File: src/rtl/man_jump_release_if.sv
// Signal bundle between the game FSM / squeeze block (master) and the jump release unit (slave).
interface man_jump_release_if;
    logic [2:0] state;
    logic [2:0] i_squeeze_lvl;
    logic [2:0] o_release_man;
    logic [9:0] o_jump_dx;
    logic [7:0] o_jump_dy;
    logic       o_busy;
    logic       o_jump_done;

    modport master (
        output state, i_squeeze_lvl,
        input  o_release_man, o_jump_dx, o_jump_dy, o_busy, o_jump_done
    );

    modport slave (
        input  state, i_squeeze_lvl,
        output o_release_man, o_jump_dx, o_jump_dy, o_busy, o_jump_done
    );
endinterface

File: src/rtl/man_jump_release.sv
// Release side of the charge/jump mechanic: latches the squeeze charge on entry to the jump
// state, unwinds the sprite squeeze and drives a registered parabolic (dx, dy) trajectory.
//
// state | meaning
// IDLE  | waiting for a fresh entry into the jump state; dx holds, dy and sprite level are 0
// LOAD  | one cycle: latch charge, clear frame/prescaler/trajectory
// FLY   | advance one frame per prescaler wrap, recompute trajectory
// DONE  | one cycle after landing; raises the done pulse, returns to IDLE
module man_jump_release #(
    parameter logic [2:0] ST_JUMP  = 3'd4,
    parameter int         TICK_W   = 19,
    parameter int         FRAMES   = 16,
    parameter int         DX_UNIT  = 4,
    parameter int         DY_SHIFT = 0
) (
    input logic               clk_machine,
    input logic               rst_machine,
    man_jump_release_if.slave jif
);

    typedef enum logic [1:0] {IDLE, LOAD, FLY, DONE} fsm_t;

    fsm_t              fsm;
    logic              prev_is_jump;
    logic [2:0]        charge;
    logic [4:0]        frame;
    logic [TICK_W-1:0] presc;
    logic [2:0]        release_man;
    logic [9:0]        dx;
    logic [7:0]        dy;
    logic              busy;
    logic              done;

    logic              is_jump;
    logic              launch;
    logic              tick;
    logic [4:0]        frame_nx;
    logic [9:0]        dx_nx;
    logic [7:0]        dy_nx;

    assign is_jump  = (jif.state == ST_JUMP);
    assign launch   = is_jump && !prev_is_jump;
    assign tick     = &presc;
    assign frame_nx = frame + 5'd1;

    // Products are formed at 16 bits, then truncated to the output widths.
    assign dx_nx = 10'(16'(frame_nx) * (16'(charge) + 16'd1) * 16'(DX_UNIT));
    assign dy_nx = 8'((16'(frame_nx) * (16'(FRAMES) - 16'(frame_nx))) >> DY_SHIFT);

    always_ff @(posedge clk_machine) begin
        if (rst_machine) begin
            fsm          <= IDLE;
            prev_is_jump <= 1'b1;
            charge       <= 3'd0;
            frame        <= 5'd0;
            presc        <= '0;
            release_man  <= 3'd0;
            dx           <= 10'd0;
            dy           <= 8'd0;
            busy         <= 1'b0;
            done         <= 1'b0;
        end else begin
            prev_is_jump <= is_jump;
            done         <= 1'b0;
            case (fsm)
                IDLE: begin
                    dy          <= 8'd0;
                    release_man <= 3'd0;
                    if (launch) begin
                        fsm  <= LOAD;
                        busy <= 1'b1;
                    end
                end
                LOAD: begin
                    if (!is_jump) begin
                        fsm         <= IDLE;
                        busy        <= 1'b0;
                        dx          <= 10'd0;
                        dy          <= 8'd0;
                        release_man <= 3'd0;
                    end else begin
                        charge      <= jif.i_squeeze_lvl;
                        release_man <= jif.i_squeeze_lvl;
                        frame       <= 5'd0;
                        presc       <= '0;
                        dx          <= 10'd0;
                        dy          <= 8'd0;
                        fsm         <= FLY;
                    end
                end
                FLY: begin
                    if (!is_jump) begin
                        fsm         <= IDLE;
                        busy        <= 1'b0;
                        dx          <= 10'd0;
                        dy          <= 8'd0;
                        release_man <= 3'd0;
                    end else begin
                        presc <= presc + TICK_W'(1);
                        if (tick) begin
                            frame       <= frame_nx;
                            release_man <= (release_man == 3'd0) ? 3'd0 : release_man - 3'd1;
                            dx          <= dx_nx;
                            dy          <= dy_nx;
                            if (frame_nx == 5'(FRAMES))
                                fsm <= DONE;
                        end
                    end
                end
                DONE: begin
                    done <= 1'b1;
                    busy <= 1'b0;
                    fsm  <= IDLE;
                end
                default: fsm <= IDLE;
            endcase
        end
    end

    assign jif.o_release_man = release_man;
    assign jif.o_jump_dx     = dx;
    assign jif.o_jump_dy     = dy;
    assign jif.o_busy        = busy;
    assign jif.o_jump_done   = done;

endmodule
File: src/flat_wrapper.sv
// flat-port wrapper written by rule: the top's interface ports become plain ports
module man_jump_release_flat 
#(
    parameter logic [2:0] ST_JUMP  = 3'd4,
    parameter int         TICK_W   = 19,
    parameter int         FRAMES   = 16,
    parameter int         DX_UNIT  = 4,
    parameter int         DY_SHIFT = 0
)
  (clk_machine, rst_machine, jif_state, jif_i_squeeze_lvl, jif_o_release_man, jif_o_jump_dx, jif_o_jump_dy, jif_o_busy, jif_o_jump_done);
  man_jump_release_if jif_i ();
  input logic clk_machine;
  input logic rst_machine;
  input wire logic [$bits(jif_i.state)-1:0] jif_state;
  input wire logic [$bits(jif_i.i_squeeze_lvl)-1:0] jif_i_squeeze_lvl;
  output wire logic [$bits(jif_i.o_release_man)-1:0] jif_o_release_man;
  output wire logic [$bits(jif_i.o_jump_dx)-1:0] jif_o_jump_dx;
  output wire logic [$bits(jif_i.o_jump_dy)-1:0] jif_o_jump_dy;
  output wire logic [$bits(jif_i.o_busy)-1:0] jif_o_busy;
  output wire logic [$bits(jif_i.o_jump_done)-1:0] jif_o_jump_done;
  assign jif_i.state = jif_state;
  assign jif_i.i_squeeze_lvl = jif_i_squeeze_lvl;
  assign jif_o_release_man = jif_i.o_release_man;
  assign jif_o_jump_dx = jif_i.o_jump_dx;
  assign jif_o_jump_dy = jif_i.o_jump_dy;
  assign jif_o_busy = jif_i.o_busy;
  assign jif_o_jump_done = jif_i.o_jump_done;
  man_jump_release #(.ST_JUMP(ST_JUMP), .TICK_W(TICK_W), .FRAMES(FRAMES), .DX_UNIT(DX_UNIT), .DY_SHIFT(DY_SHIFT)) u_core (.clk_machine(clk_machine), .rst_machine(rst_machine), .jif(jif_i));
endmodule
File: config.mk
export PLATFORM = sky130hd
export DESIGN_NAME = man_jump_release_flat
export DESIGN_NICKNAME = d
export VERILOG_FILES = /design/src/rtl/man_jump_release_if.sv /design/src/rtl/man_jump_release.sv /design/src/flat_wrapper.sv
export SDC_FILE = /design/constraint.sdc
export NUM_CORES = 1
export LEC_CHECK = 0
export CORE_MARGIN = 5
export CORE_UTILIZATION = 55
export DETAILED_ROUTE_END_ITERATION = 8
export GPL_ROUTABILITY_DRIVEN = 0
export PLACE_DENSITY = 0.77
export SLEW_MARGIN = 30
export SYNTH_ARGS = -nofsm -noshare
export SYNTH_HDL_FRONTEND = slang
export SYNTH_SLANG_ARGS = --single-unit
File: constraint.sdc
create_clock -name clk_machine -period 5.4 [get_ports clk_machine]
set_clock_uncertainty 0.15 [all_clocks]
set_input_delay 1.08 -clock clk_machine [delete_from_list [all_inputs] [get_ports clk_machine]]
set_output_delay 1.08 -clock clk_machine [all_outputs]
set_load 0.05 [all_outputs]
==> metrics <==
Core Area ~6300 um^2; Power Internal 543 uW; max_cap viols 0; DRT antenna net count 0; Seq/Total Area, Yosys 0.284; final worst-path setup slack 456 ps; RSZ-0062 raised after global routing no; HP Class register to register; crit path cell chain ha_1, nand3_1, xor2_1, inv_1, ha_1, nor2b_1, fa_1, inv_1, fa_1, inv_1, fa_1, xnor2_1, xnor3_1, xnor2_1, or3_1, a21oi_1; initial antenna violation count 0; Synth cell types 44; Worst Path Max Fanout 7; DR vias 2780; Post-synth EDFFs 0; Total Neg Setup Slack 0 ps; multiplexer area fraction after synthesis 0.00569; period utilization 0.916; vias in the first global route between 2000 and 3000; DP Worst Slack around 480 ps; post-route minimum period 4940 ps; DIE HEIGHT 90.0 um; Cells after Synth 415; CP max-delay cell fa_1; TritonCTS Buffers 5; peak supply drop about 0.17 mV; GRT overflow 0; critical path class register to register; Critical Path Sink Type register; Synth Cell Area ~3500 um^2; clock sink count 50; Clk Latency, worst-skew pair around 300 ps; Critical Path Max Stage Delay approximately 530 ps; async set-or-reset flop fraction in the synthesized netlist 0; post-synth top area cell dfxtp_1; clock share of power 0.393; initial core utilization 0.561; clock root buffer clkbuf_8; main combinational cell family by area after synthesis simple AND/OR/NAND/NOR gates; Worst Tran Pin Value just under 700 ps; vias per cell 5.38; pwr dens around 180 nW/um^2; LEAKAGE about 0.0017 uW; CTS Hold Buffers Added 0; DIE AREA 8100 um^2; Max H-tree Level 2; initial drt markers between 100 and 150; # port buffers 28; pin count of the biggest net entering global routing 33; final wirelength 6980 um; # diodes 0; # rows 29; DRC viols 0; die width about 90 um; Slew Limit Fails 0; Pre-antenna DRT Iters 4; Critical Path Source Type register; Gate power share 0.082; Synth Area in Compound Gates 0.0981; gr usage total 0.183; Max transition margin 0.546; share of the synthesized area in the top cell type 0.284; setup violators final 0; cell family with most CP delay adder cells; Buf/Inv on CP 3; WL per Instance approximately 13 um; Synth Area in Simple Gates 0.227; I/O pins 31; Synth Area in Adders 0.217; WP data required 5490 ps; Final Hold Viols 0; Clock Path Buffers 2; Avg Cell Area, Syn roughly 8.5 um^2; fmax between 0.2 and 0.25 GHz; layout cell share with drive strength beyond 1 0.0545; Final nets between 400 and 500; first-pass GRT wire length approximately 13000 um; leading cell type in the layout, fill and taps excluded nor2_1; clock-pin slew on the worst setup and hold paths approximately 100 ps; Area growth, synth to finish 12.8%; fin util 0.633; postcts setup bufs 0; critical path arrival 5030 ps; top_reg_cell synth dfxtp_1; Sw Share 0.240; run status finished clean; FF+latch count, synth 50; Switch Pwr approximately 170 uW; Post-CTS Resized 0; synth top area cells dfxtp_1, ha_1, fa_1; HPWL Detailed approximately 5400 um; xor and xnor area share after synthesis 0.101; commonest cells after routing, fill and taps aside nor2_1, dfxtp_1, inv_1, ha_1, nand2_1; CTS tree yes; power share of the sequential group 0.525; Warnings, synthesis 0
Yosys cell counts (2+ instances only):
| master | number |
|---|---|
| o21ai_0 | 5 |
| clkbuf_1 | 10 |
| o21bai_1 | 2 |
| and4_1 | 2 |
| mux2i_1 | 2 |
| ha_1 | 34 |
| fa_1 | 17 |
| o31ai_1 | 2 |
| a22oi_1 | 13 |
| and2_1 | 5 |
| dfxtp_1 | 50 |
| a21o_1 | 4 |
| nand3_1 | 15 |
| xnor2_1 | 17 |
| or3_1 | 3 |
| or2_2 | 4 |
| and3_1 | 3 |
| xor2_1 | 19 |
| nor2_1 | 59 |
| nand4_1 | 5 |
| buf_4 | 3 |
| nor4_1 | 2 |
| a21oi_1 | 24 |
| nand2b_1 | 6 |
| inv_1 | 42 |
| buf_2 | 3 |
| nand3b_1 | 2 |
| nor3_1 | 12 |
| nor2b_1 | 7 |
| nand2_1 | 29 |
registers in the layout (all words and copies together), names as in the netlist:
register,count
u_core.charge,3
u_core.frame,5
u_core.fsm,2
u_core.jif.o_busy,1
u_core.jif.o_jump_done,1
u_core.jif.o_jump_dx,8
u_core.jif.o_jump_dy,7
u_core.jif.o_release_man,3
u_core.presc,19
u_core.prev_is_jump,1
logic make-up after synthesis:
| family | after synthesis |
|---|---|
| adder cells (fa/ha/maj) | 51 |
| AO/OA/AOI/OAI | 55 |
| multiplexers | 2 |
| flip-flops | 50 |
| AND/OR/NAND/NOR | 160 |
| other | 1 |
| buffers and inverters | 58 |
| XOR/XNOR | 38 |
per-stage QoR:
| step | power, uW | instances | area, um^2 | hold WS [ps] |
|---|---|---|---|---|
| CTS | 720 | 517 | 3970 | 326 |
| global placement | 441 | 509 | 3860 | 292 |
| global route | 746 | 517 | 3970 | 365 |
| floorplan | 424 | 416 | 3520 | 307 |
| finish | 714 | 517 | 3970 | 324 |
| detailed placement | 441 | 509 | 3850 | 312 |
power groups by stage:
stage	clock (uW)	sequential [uW]	combinational (uW)
after floorplan	0	387	37.2
after global placement	0	383	57.9
after detailed placement	0	384	57.9
after CTS	287	375	58.4
after global routing	305	376	65.4
final	280	375	58.8
layout make-up:
cell class | instances | area (um^2)
Clock inverter | 2 | 38.8
Timing Repair Buffer | 32 | 305
Inverter | 42 | 158
Clock buffer | 6 | 82.6
Sequential cell | 50 | 1000
Tap cell | 77 | 96.3
Fill cell | 553 | 2300
Multi-Input combinational cell | 308 | 2290
per-layer routing:
| metal | track usage | vias to the layer above | share of wire |
|---|---|---|---|
| met4 | 0.0596 | 0 | 0.018 |
| met3 | 0.0301 | 12 | 0.021 |
| met1 | 0.239 | 1330 | 0.48 |
| met2 | 0.307 | 32 | 0.48 |
| met5 | 0 | - | 0 |
| li1 | - | 1406 | - |
worst min-delay path: stages (launching register included):
cell	delay, ps
dfxtp_1	320
nand2_1	50
a21oi_1	60
path summary, 6_finish.rpt:
check / startpoint / endpoint / slack, ps / cells past startpoint
worst min register to register: u_core.jif.o_jump_dy[7] / u_core.jif.o_jump_dy[7] / 320 / 2
worst min-delay path: u_core.jif.o_jump_dy[7] / u_core.jif.o_jump_dy[7] / 320 / 2
worst max register to register: u_core.frame[1] / u_core.jif.o_jump_dy[7] / 460 / 16
worst max-delay path: u_core.frame[1] / u_core.jif.o_jump_dy[7] / 460 / 16
Power figures use the tool's default switching activity.
